## src/rtl/rr_arbiter_8.sv

```systemverilog
// rr_arbiter_8 -- eight-way round-robin arbiter for one shared datapath port.
// The grant is registered as a one-hot vector plus its 3-bit index. The owner
// keeps the grant until it drops its request. Fairness comes from a rotating
// priority pointer that moves only when a grant is released.
// Optional feature: define RR_ARB_TIMEOUT_EN to force a release after HOLD_MAX
// consecutive grant cycles. That build also produces a one-cycle timeout pulse.
// HOLD_MAX is unused while RR_ARB_TIMEOUT_EN is undefined.
module rr_arbiter_8 #(
  parameter int HOLD_MAX = 16
) (
  input  logic       clk,
  input  logic       rst,
  input  logic [7:0] req,
  output logic [7:0] gnt,
  output logic [2:0] gnt_idx,
  output logic       gnt_valid,
  output logic       timeout
);

  // HOLD_MAX must fit the 8-bit hold counter and be nonzero
  if (HOLD_MAX < 1 || HOLD_MAX > 255) begin : g_bad_hold_max
    $error("rr_arbiter_8: HOLD_MAX out of range 1..255");
  end

  typedef enum logic {
    IDLE,
    GRANT
  } state_t;

  state_t     state;
  state_t     state_nxt;
  logic [2:0] ptr;
  logic [2:0] ptr_nxt;
  logic [7:0] gnt_q;
  logic [7:0] gnt_nxt;
  logic [2:0] idx_q;
  logic [2:0] idx_nxt;

  logic       owner_req;
  logic       release_now;
  logic [2:0] scan_start;
  logic [7:0] cand_mask;
  logic [3:0] win;

`ifdef RR_ARB_TIMEOUT_EN
  localparam logic [7:0] HOLD_LIM = 8'(HOLD_MAX);
  logic [7:0] hold_cnt;
  logic [7:0] hold_cnt_nxt;
  logic       timeout_q;
  logic       timeout_nxt;
  logic       forced;
`endif

  // Returns {found, index} of the first set mask bit scanning start, start+1, ... mod 8.
  // The loop runs from the farthest offset down to the nearest one.
  // The last hit written is therefore the nearest one to start.
  function automatic logic [3:0] pick(input logic [7:0] mask, input logic [2:0] start);
    logic [2:0] idx;
    logic [3:0] res;
    res = 4'b0000;
    for (int k = 7; k >= 0; k--) begin
      idx = start + k[2:0];
      if (mask[idx]) begin
        res = {1'b1, idx};
      end
    end
    return res;
  endfunction

  // State register: holds the FSM state, the pointer, the registered grant and the timeout bookkeeping
  always_ff @(posedge clk) begin
    if (rst) begin
      state     <= IDLE;
      ptr       <= 3'd0;
      gnt_q     <= 8'd0;
      idx_q     <= 3'd0;
`ifdef RR_ARB_TIMEOUT_EN
      hold_cnt  <= 8'd0;
      timeout_q <= 1'b0;
`endif
    end else begin
      state     <= state_nxt;
      ptr       <= ptr_nxt;
      gnt_q     <= gnt_nxt;
      idx_q     <= idx_nxt;
`ifdef RR_ARB_TIMEOUT_EN
      hold_cnt  <= hold_cnt_nxt;
      timeout_q <= timeout_nxt;
`endif
    end
  end

  // Next-state logic: arbitrate from IDLE, or hold / release / re-arbitrate in GRANT
  always_comb begin
    state_nxt   = state;
    ptr_nxt     = ptr;
    gnt_nxt     = gnt_q;
    idx_nxt     = idx_q;
    owner_req   = req[idx_q];
    release_now = 1'b0;
    scan_start  = ptr;
    cand_mask   = 8'd0;
    win         = 4'b0000;
`ifdef RR_ARB_TIMEOUT_EN
    hold_cnt_nxt = hold_cnt;
    timeout_nxt  = 1'b0;
    forced       = 1'b0;
`endif

    case (state)
      IDLE: begin
        scan_start = ptr;
        cand_mask  = req;
        win        = pick(cand_mask, scan_start);
        if (win[3]) begin
          state_nxt = GRANT;
          gnt_nxt   = 8'b0000_0001 << win[2:0];
          idx_nxt   = win[2:0];
`ifdef RR_ARB_TIMEOUT_EN
          hold_cnt_nxt = 8'd1;
`endif
        end
      end

      GRANT: begin
        release_now = !owner_req;
`ifdef RR_ARB_TIMEOUT_EN
        forced      = owner_req && (hold_cnt >= HOLD_LIM);
        release_now = release_now || forced;
`endif
        if (release_now) begin
          scan_start = idx_q + 3'd1;
          ptr_nxt    = scan_start;
          cand_mask  = req & ~gnt_q;
`ifdef RR_ARB_TIMEOUT_EN
          // A forced release lets the old owner compete again
          if (forced) begin
            cand_mask = req;
          end
          timeout_nxt = forced;
`endif
          win = pick(cand_mask, scan_start);
          if (win[3]) begin
            state_nxt = GRANT;
            gnt_nxt   = 8'b0000_0001 << win[2:0];
            idx_nxt   = win[2:0];
`ifdef RR_ARB_TIMEOUT_EN
            hold_cnt_nxt = 8'd1;
`endif
          end else begin
            state_nxt = IDLE;
            gnt_nxt   = 8'd0;
            idx_nxt   = 3'd0;
`ifdef RR_ARB_TIMEOUT_EN
            hold_cnt_nxt = 8'd0;
`endif
          end
        end else begin
`ifdef RR_ARB_TIMEOUT_EN
          hold_cnt_nxt = hold_cnt + 8'd1;
`endif
        end
      end

      default: begin
        state_nxt = IDLE;
        gnt_nxt   = 8'd0;
        idx_nxt   = 3'd0;
      end
    endcase
  end

  // Output logic: outputs come only from registers, so there is no path from req to any output
  always_comb begin
    gnt       = gnt_q;
    gnt_idx   = idx_q;
    gnt_valid = |gnt_q;
`ifdef RR_ARB_TIMEOUT_EN
    timeout   = timeout_q;
`else
    timeout   = 1'b0;
`endif
  end

  // The grant must be one-hot or zero, and the index must agree with it
  always_ff @(posedge clk) begin
    if (!rst) begin
      assert ($onehot0(gnt_q))
        else $error("rr_arbiter_8: grant not one-hot");
      assert (gnt_q == 8'd0 || gnt_q == (8'b0000_0001 << idx_q))
        else $error("rr_arbiter_8: grant and index disagree");
    end
  end

endmodule

```

## config.mk

```make
export PLATFORM = sky130hd
export DESIGN_NAME = rr_arbiter_8
export DESIGN_NICKNAME = d
export VERILOG_FILES = /design/src/rtl/rr_arbiter_8.sv
export SDC_FILE = /design/constraint.sdc
export NUM_CORES = 1
export LEC_CHECK = 0
export CORE_MARGIN = 1
export CORE_UTILIZATION = 50
export DETAILED_ROUTE_END_ITERATION = 10
export HOLD_SLACK_MARGIN = 0.08
export PLACE_DENSITY_LB_ADDON = 0.15
export SLEW_MARGIN = 25
export SYNTH_ARGS = -nofsm -noshare
export SYNTH_HDL_FRONTEND = slang
export SYNTH_SLANG_ARGS = --single-unit
```

## constraint.sdc

```tcl
create_clock -name clk -period 5 [get_ports clk]
set_input_delay 1 -clock clk [delete_from_list [all_inputs] [get_ports clk]]
set_output_delay 1 -clock clk [all_outputs]
set_load 0.05 [all_outputs]
```

==> results of run 1 <==
-- per-stage QoR --
step	worst slack (ps)	util, %	hold WS, ps
after detailed placement	773	55.0	583
after global placement	797	55.0	573
after global routing	753	55.8	633
final	923	55.8	593
after CTS	1020	55.8	592
after floorplan	1430	-	616
-- state kept, by name (all words and copies together) (netlist names) --
signal   count
ptr          3
state        1
gnt_idx      3
gnt          8
-- synth_stat cells, types with 5 or more instances --
master / n / share of area [%]
nor2_1: 27 / 3.3
mux4_2: 25 / 18
a21oi_1: 18 / 3.0
dfxtp_1: 15 / 9.8
mux2_2: 15 / 5.5
nand2_1: 15 / 1.8
o21ai_0: 15 / 2.5
mux2i_1: 14 / 4.6
buf_2: 12 / 2.0
nand2b_1: 12 / 2.5
nor2b_1: 11 / 2.3
o211ai_1: 10 / 2.5
clkbuf_1: 9 / 1.1
a211oi_1: 8 / 2.0
inv_1: 8 / 0.98
nor3_1: 8 / 1.3
nor4_1: 8 / 1.6
nand3_1: 6 / 0.98
a311oi_1: 5 / 1.4
buf_4: 5 / 1.2
o22ai_1: 5 / 1.0
o31ai_1: 5 / 1.2
xnor2_1: 5 / 1.4
-- logic make-up (layout without fill, tap and decap cells) --
family / after synthesis / after routing / share of synthesized area, %
simple gates: 121 / 121 / 22.4
compound gates: 109 / 109 / 25.4
mux: 59 / 59 / 31.5
buf+inv: 39 / 40 / 6.19
flops: 15 / 15 / 9.84
xor+xnor: 8 / 8 / 2.79
fa+ha+maj: 4 / 4 / 1.64
other cells: 1 / 1 / 0.123
-- worst max-delay path, cell delays in order --
cell             delay (ps)
clkdlybuf4s50_1         620
nor2b_2                 310
a2111oi_0               640
mux4_2                  420
nand2_1                  70
a221oi_1                470
o21a_1                  290
nand4_1                 150
a311oi_1                280
-- final cells by class --
cell class	count	share of cell area, %
sequential	15	9.15
clock inverter	1	0.152
clock buffer	3	1.26
inverter	11	1.26
tap	75	2.86
timing repair buffer	25	7.32
multi-input combinational	302	78.0
-- path summary, 6_finish.rpt --
path | startpoint | to | depth (start not counted)
max | req[2] | gnt[5]$_SDFFE_PP0P_ | 9
min | gnt[6]$_SDFFE_PP0P_ | gnt[6]$_SDFFE_PP0P_ | 2
max reg2reg | ptr[1]$_SDFFE_PP0P_ | gnt[0]$_SDFFE_PP0P_ | 10
min reg2reg | gnt[6]$_SDFFE_PP0P_ | gnt[6]$_SDFFE_PP0P_ | 2
-- routing by layer --
metal | GRT usage [%] | part of all wire (%) | vias to the layer above
met5 | 0 | 0 | -
met4 | 5.18 | 1.3 | 0
met3 | 3.07 | 9.9 | 19
met2 | 42.5 | 42 | 201
met1 | 48.4 | 47 | 1488
li1 | - | - | 1413
-- report_power, final --
part	leakage (uW)	internal, uW	switching (uW)
sequential	0.000124	158	77.0
combinational	0.000987	850	1250
clock	0.0000255	55.3	44.1
==> results.sh, run 1 <==
export IMPL_antenna_found_initial=0
export IMPL_port_buffers=21
export IMPL_numCtsBuffers=3
export IMPL_drv_max_cap_violation_count=0
export IMPL_period_share_pct=81.5
export IMPL_area_delta_synth_final_pct=7.63
export IMPL_multi_input_area_um2=2560
export IMPL_finalNetCount=372
export IMPL_rsz0062_at_grt="false"
export IMPL_worst_slew_pin_slew_ps=638
export IMPL_cts_sinks=15
export IMPL_fin_tns_setup_ps=0
export IMPL_arrival_ps=4240
export IMPL_hold_buffers=0
export IMPL_instances_no_fill=432
export IMPL_grt_ovfl_total=0
export IMPL_synthDistinctLibCells=75
export IMPL_layout_common_cells="27 x nor2_1, 25 x mux4_2, 21 x clkdlybuf4s50_1, 18 x a21oi_1"
export IMPL_io_pins=23
export IMPL_p_leak_uw=0.00114
export IMPL_first_global_vias=2771
export IMPL_crit_fanout=12
export IMPL_clock_latency_ps=250
export IMPL_post_route_cell_area_um2=3280
export IMPL_cts_root_buf="clkbuf_8"
export IMPL_cts_htree_levels=1
export IMPL_rrSetupSlack_ps=1190
export IMPL_yosys_warnings=0
export IMPL_ir_drop_v=0.000501
export IMPL_critPathRequiredTime_ps=5160
export IMPL_layout_min_cycle_time_ps=4080
export IMPL_initial_utilization_pct=51.8
export IMPL_post_dp_cell_area_um2=3240
export IMPL_ys_seq_area_share_pct=9.84
export IMPL_synth_edf_count=0
export IMPL_cts_setup_buffers=0
export IMPL_total_power_uw=2440
export IMPL_layout_commonest_cell="nor2_1"
export IMPL_ys_seq_elements=15
export IMPL_drt_total_wl_mm=9.25
export IMPL_rows=28
export IMPL_setup_violations=0
export IMPL_grt_start_max_net_pins=31
export IMPL_holdCritPathClass="register to register"
export IMPL_core_area_um2=5890
export IMPL_syn_area_um2=3050
export IMPL_finalClockSkew_ps=5.47
export IMPL_dr_total_vias=3121
export IMPL_timing_worst_setup_path_type="input pin to register"
export IMPL_drt_iter0_drc=532
export IMPL_syn_inst=356
export IMPL_antenna_cells=0
export IMPL_via_per_inst=7.22
export IMPL_wl_per_cell_um=21.4
export IMPL_drive_above_1_share_pct=18.8
export IMPL_post_route_drc_count=0
export IMPL_ant_nets=0
export IMPL_syn_num_nets=370
export IMPL_async_flop_share_pct=0
export IMPL_nFillCells=546
export IMPL_status="completed"
export IMPL_worstSetupEndpointType="register"
export IMPL_die_w_um=80.1
export IMPL_slew_headroom_pct=56.4
export IMPL_synthFlopType="dfxtp_1"
export IMPL_grt_first_pass_wirelength_mm=15.0
export IMPL_cts_repair_resized=0
export IMPL_synth_area_per_cell_um2=8.57
export IMPL_place_gp_congestion=0.944
export IMPL_hold_viol_final=0
export IMPL_die_y_um=80.1
export IMPL_max_freq_mhz=245
export IMPL_grt_usage_pct=30.0
export IMPL_start_kind="input pin"
export IMPL_cts_tree="yes"
export IMPL_dr_pass1_iters=5
export IMPL_seq_area_um2=300
export IMPL_dpl_hpwl_mm=6.87
export IMPL_dp_cells=428
export IMPL_die_area_um2=6420
export IMPL_drv_slew=0
export IMPL_powerDensity_nw_per_um2=742
export IMPL_clock_path_buffers=2
export IMPL_path_clk_slew_ps=60
Note: power is estimated with default switching activity, not from simulation.
==> run 2, diff against run 1 <==
Clock period 5 ns to 3.9 ns, I/O delays scaled along.
==> run 2 against run 1 <==
Against the previous run:
- count of clock-buffer cells in the layout is 1 higher
- highest routed layer unchanged
- combinational power is 36% higher
- via count is 2.4% higher
- first-iteration DRC count is 13% lower
==> results.sh, run 2 (synthesis results as in run 1) <==
export IMPL_dpl_hpwl_mm=7.26
export IMPL_crit_chain="clkdlybuf4s50_1, nor2b_1, mux4_2, mux2_2, a211oi_1, a221oi_1, nor3b_2, o211ai_1, a311oi_2"
export IMPL_period_share_pct=94.2
export IMPL_clock_latency_ps=240
export IMPL_port_buffers=21
export IMPL_drv_max_cap_violation_count=0
export IMPL_wl_per_cell_um=20.7
export IMPL_ir_drop_v=0.000581
export IMPL_cp_slowest_cell="clkdlybuf4s50_1"
export IMPL_arrival_ps=3830
export IMPL_dr_total_vias=3197
export IMPL_grt_ovfl_total=0
export IMPL_reg2reg_to="gnt[2]$_SDFFE_PP0P_"
export IMPL_core_area_um2=5890
export IMPL_fin_util_pct=58.9
export IMPL_die_area_um2=6420
export IMPL_crit_family="compound AO/OA/AOI/OAI gates"
export IMPL_die_w_um=80.1
export IMPL_hold_viol_final=0
export IMPL_finalNetCount=396
export IMPL_critPathRequiredTime_ps=4050
export IMPL_slew_headroom_pct=47.4
export IMPL_layout_min_cycle_time_ps=3670
export IMPL_startpoint="req[3]"
export IMPL_layout_common_cells="28 x buf_4, 27 x nor2_1, 25 x mux4_2, 21 x clkdlybuf4s50_1, 18 x a21oi_1"
export IMPL_crit_cells=9
export IMPL_cts_tree="yes"
export IMPL_grt_start_max_net_pins=28
export IMPL_critPathCapture="gnt[2]$_SDFFE_PP0P_"
export IMPL_critPathBufInv=1
export IMPL_max_freq_mhz=272
export IMPL_drt_iter0_drc=465
export IMPL_clock_path_buffers=2
export IMPL_dp_cells=452
export IMPL_via_per_inst=7.01
export IMPL_cts_sinks=15
export IMPL_io_pins=23
export IMPL_grt_first_pass_wirelength_mm=15.0
export IMPL_antenna_cells=0
export IMPL_dr_pass1_iters=5
export IMPL_holdCritPathClass="register to register"
export IMPL_place_gp_congestion=0.922
export IMPL_drv_slew=0
export IMPL_rsz0062_at_grt="false"
export IMPL_instances_no_fill=456
export IMPL_rrSetupSlack_ps=500
export IMPL_worst_slew_pin_slew_ps=788
export IMPL_status="completed"
export IMPL_post_dp_cell_area_um2=3420
export IMPL_r2r_start="gnt_idx[0]$_SDFFE_PP0P_"
export IMPL_setup_violations=0
export IMPL_total_power_uw=3270
export IMPL_first_global_vias=2830
export IMPL_crit_fanout=13
export IMPL_drive_above_1_share_pct=23.9
export IMPL_largest_register_ffs=8
export IMPL_cts_htree_levels=1
export IMPL_grt_usage_pct=30.1
export IMPL_ant_nets=0
export IMPL_reg2regPathDepth=10
export IMPL_post_route_cell_area_um2=3470
export IMPL_start_kind="input pin"
export IMPL_powerDensity_nw_per_um2=944
export IMPL_fin_tns_setup_ps=0
export IMPL_cts_root_buf="clkbuf_8"
export IMPL_finalClockSkew_ps=4.12
export IMPL_post_route_drc_count=0
export IMPL_numCtsBuffers=3
export IMPL_initial_utilization_pct=51.8
export IMPL_cpPeakStageDelay_ps=660
export IMPL_path_clk_slew_ps=60
export IMPL_p_leak_uw=0.00125
export IMPL_rows=28
export IMPL_area_delta_synth_final_pct=13.7
export IMPL_timing_worst_setup_path_type="input pin to register"
export IMPL_die_y_um=80.1
export IMPL_drt_total_wl_mm=9.45
export IMPL_worstSetupEndpointType="register"
export IMPL_layout_commonest_cell="buf_4"
export IMPL_antenna_found_initial=0
[run 2: worst min-delay path, delay by kind of cell, from the launching register on]
kind            cells  cell delay [ps]
flops               1              360
simple gates        1              120
compound gates      1               50
[run 2: layout make-up]
| type | count | area, um^2 |
|---|---|---|
| multi-input cells | 302 | 2570 |
| fillers | 558 | 2420 |
| repair buffers | 49 | 420 |
| flip-flops and latches | 15 | 300 |
| well taps | 75 | 93.8 |
| clock buffers | 4 | 45.0 |
| inverters | 11 | 41.3 |
[run 2: how the worst min path moves through the flow]
stage,to,cells after the start,startpoint
after floorplan,ptr[2]$_SDFFE_PP0P_,2,state$_SDFF_PP0_
after global placement,gnt_idx[0]$_SDFFE_PP0P_,2,gnt_idx[0]$_SDFFE_PP0P_
after detailed placement,gnt_idx[0]$_SDFFE_PP0P_,2,gnt_idx[0]$_SDFFE_PP0P_
after CTS,gnt_idx[0]$_SDFFE_PP0P_,2,gnt_idx[0]$_SDFFE_PP0P_
after global routing,gnt[3]$_SDFFE_PP0P_,2,gnt[3]$_SDFFE_PP0P_
final,gnt_idx[0]$_SDFFE_PP0P_,2,gnt_idx[0]$_SDFFE_PP0P_
[run 2: power breakdown]
group | internal (uW) | total, uW | leakage (uW) | switching, uW
clock network | 72.2 | 123 | 0.0000228 | 51.2
registers | 203 | 290 | 0.000124 | 87.0
logic | 1210 | 2860 | 0.00111 | 1650
total | 1490 | 3270 | 0.00125 | 1780
[run 2: stage by stage]
step | worst slack (ps) | hold WS [ps]
finish | 226 | 577
global route | 51.0 | 628
CTS | 220 | 568
detailed placement | 2.89 | 557
global placement | -0.137 | 550
floorplan | 325 | 616
[run 2: per-layer routing]
layer / part of all wire [%] / GRT usage, % / vias to the layer above
met5: 0 / 0 / -
met4: 0.77 / 2.32 / 0
met3: 11 / 5.68 / 8
met2: 43 / 44.6 / 175
met1: 46 / 46.6 / 1559
li1: - / - / 1455
[run 2: repair_timing]
item / CTS / global route
setup buffers: 0 / 0
gates resized for setup: 0 / 1
endpoints found under the setup margin: 0 / 1
hold buffers: 0 / 0
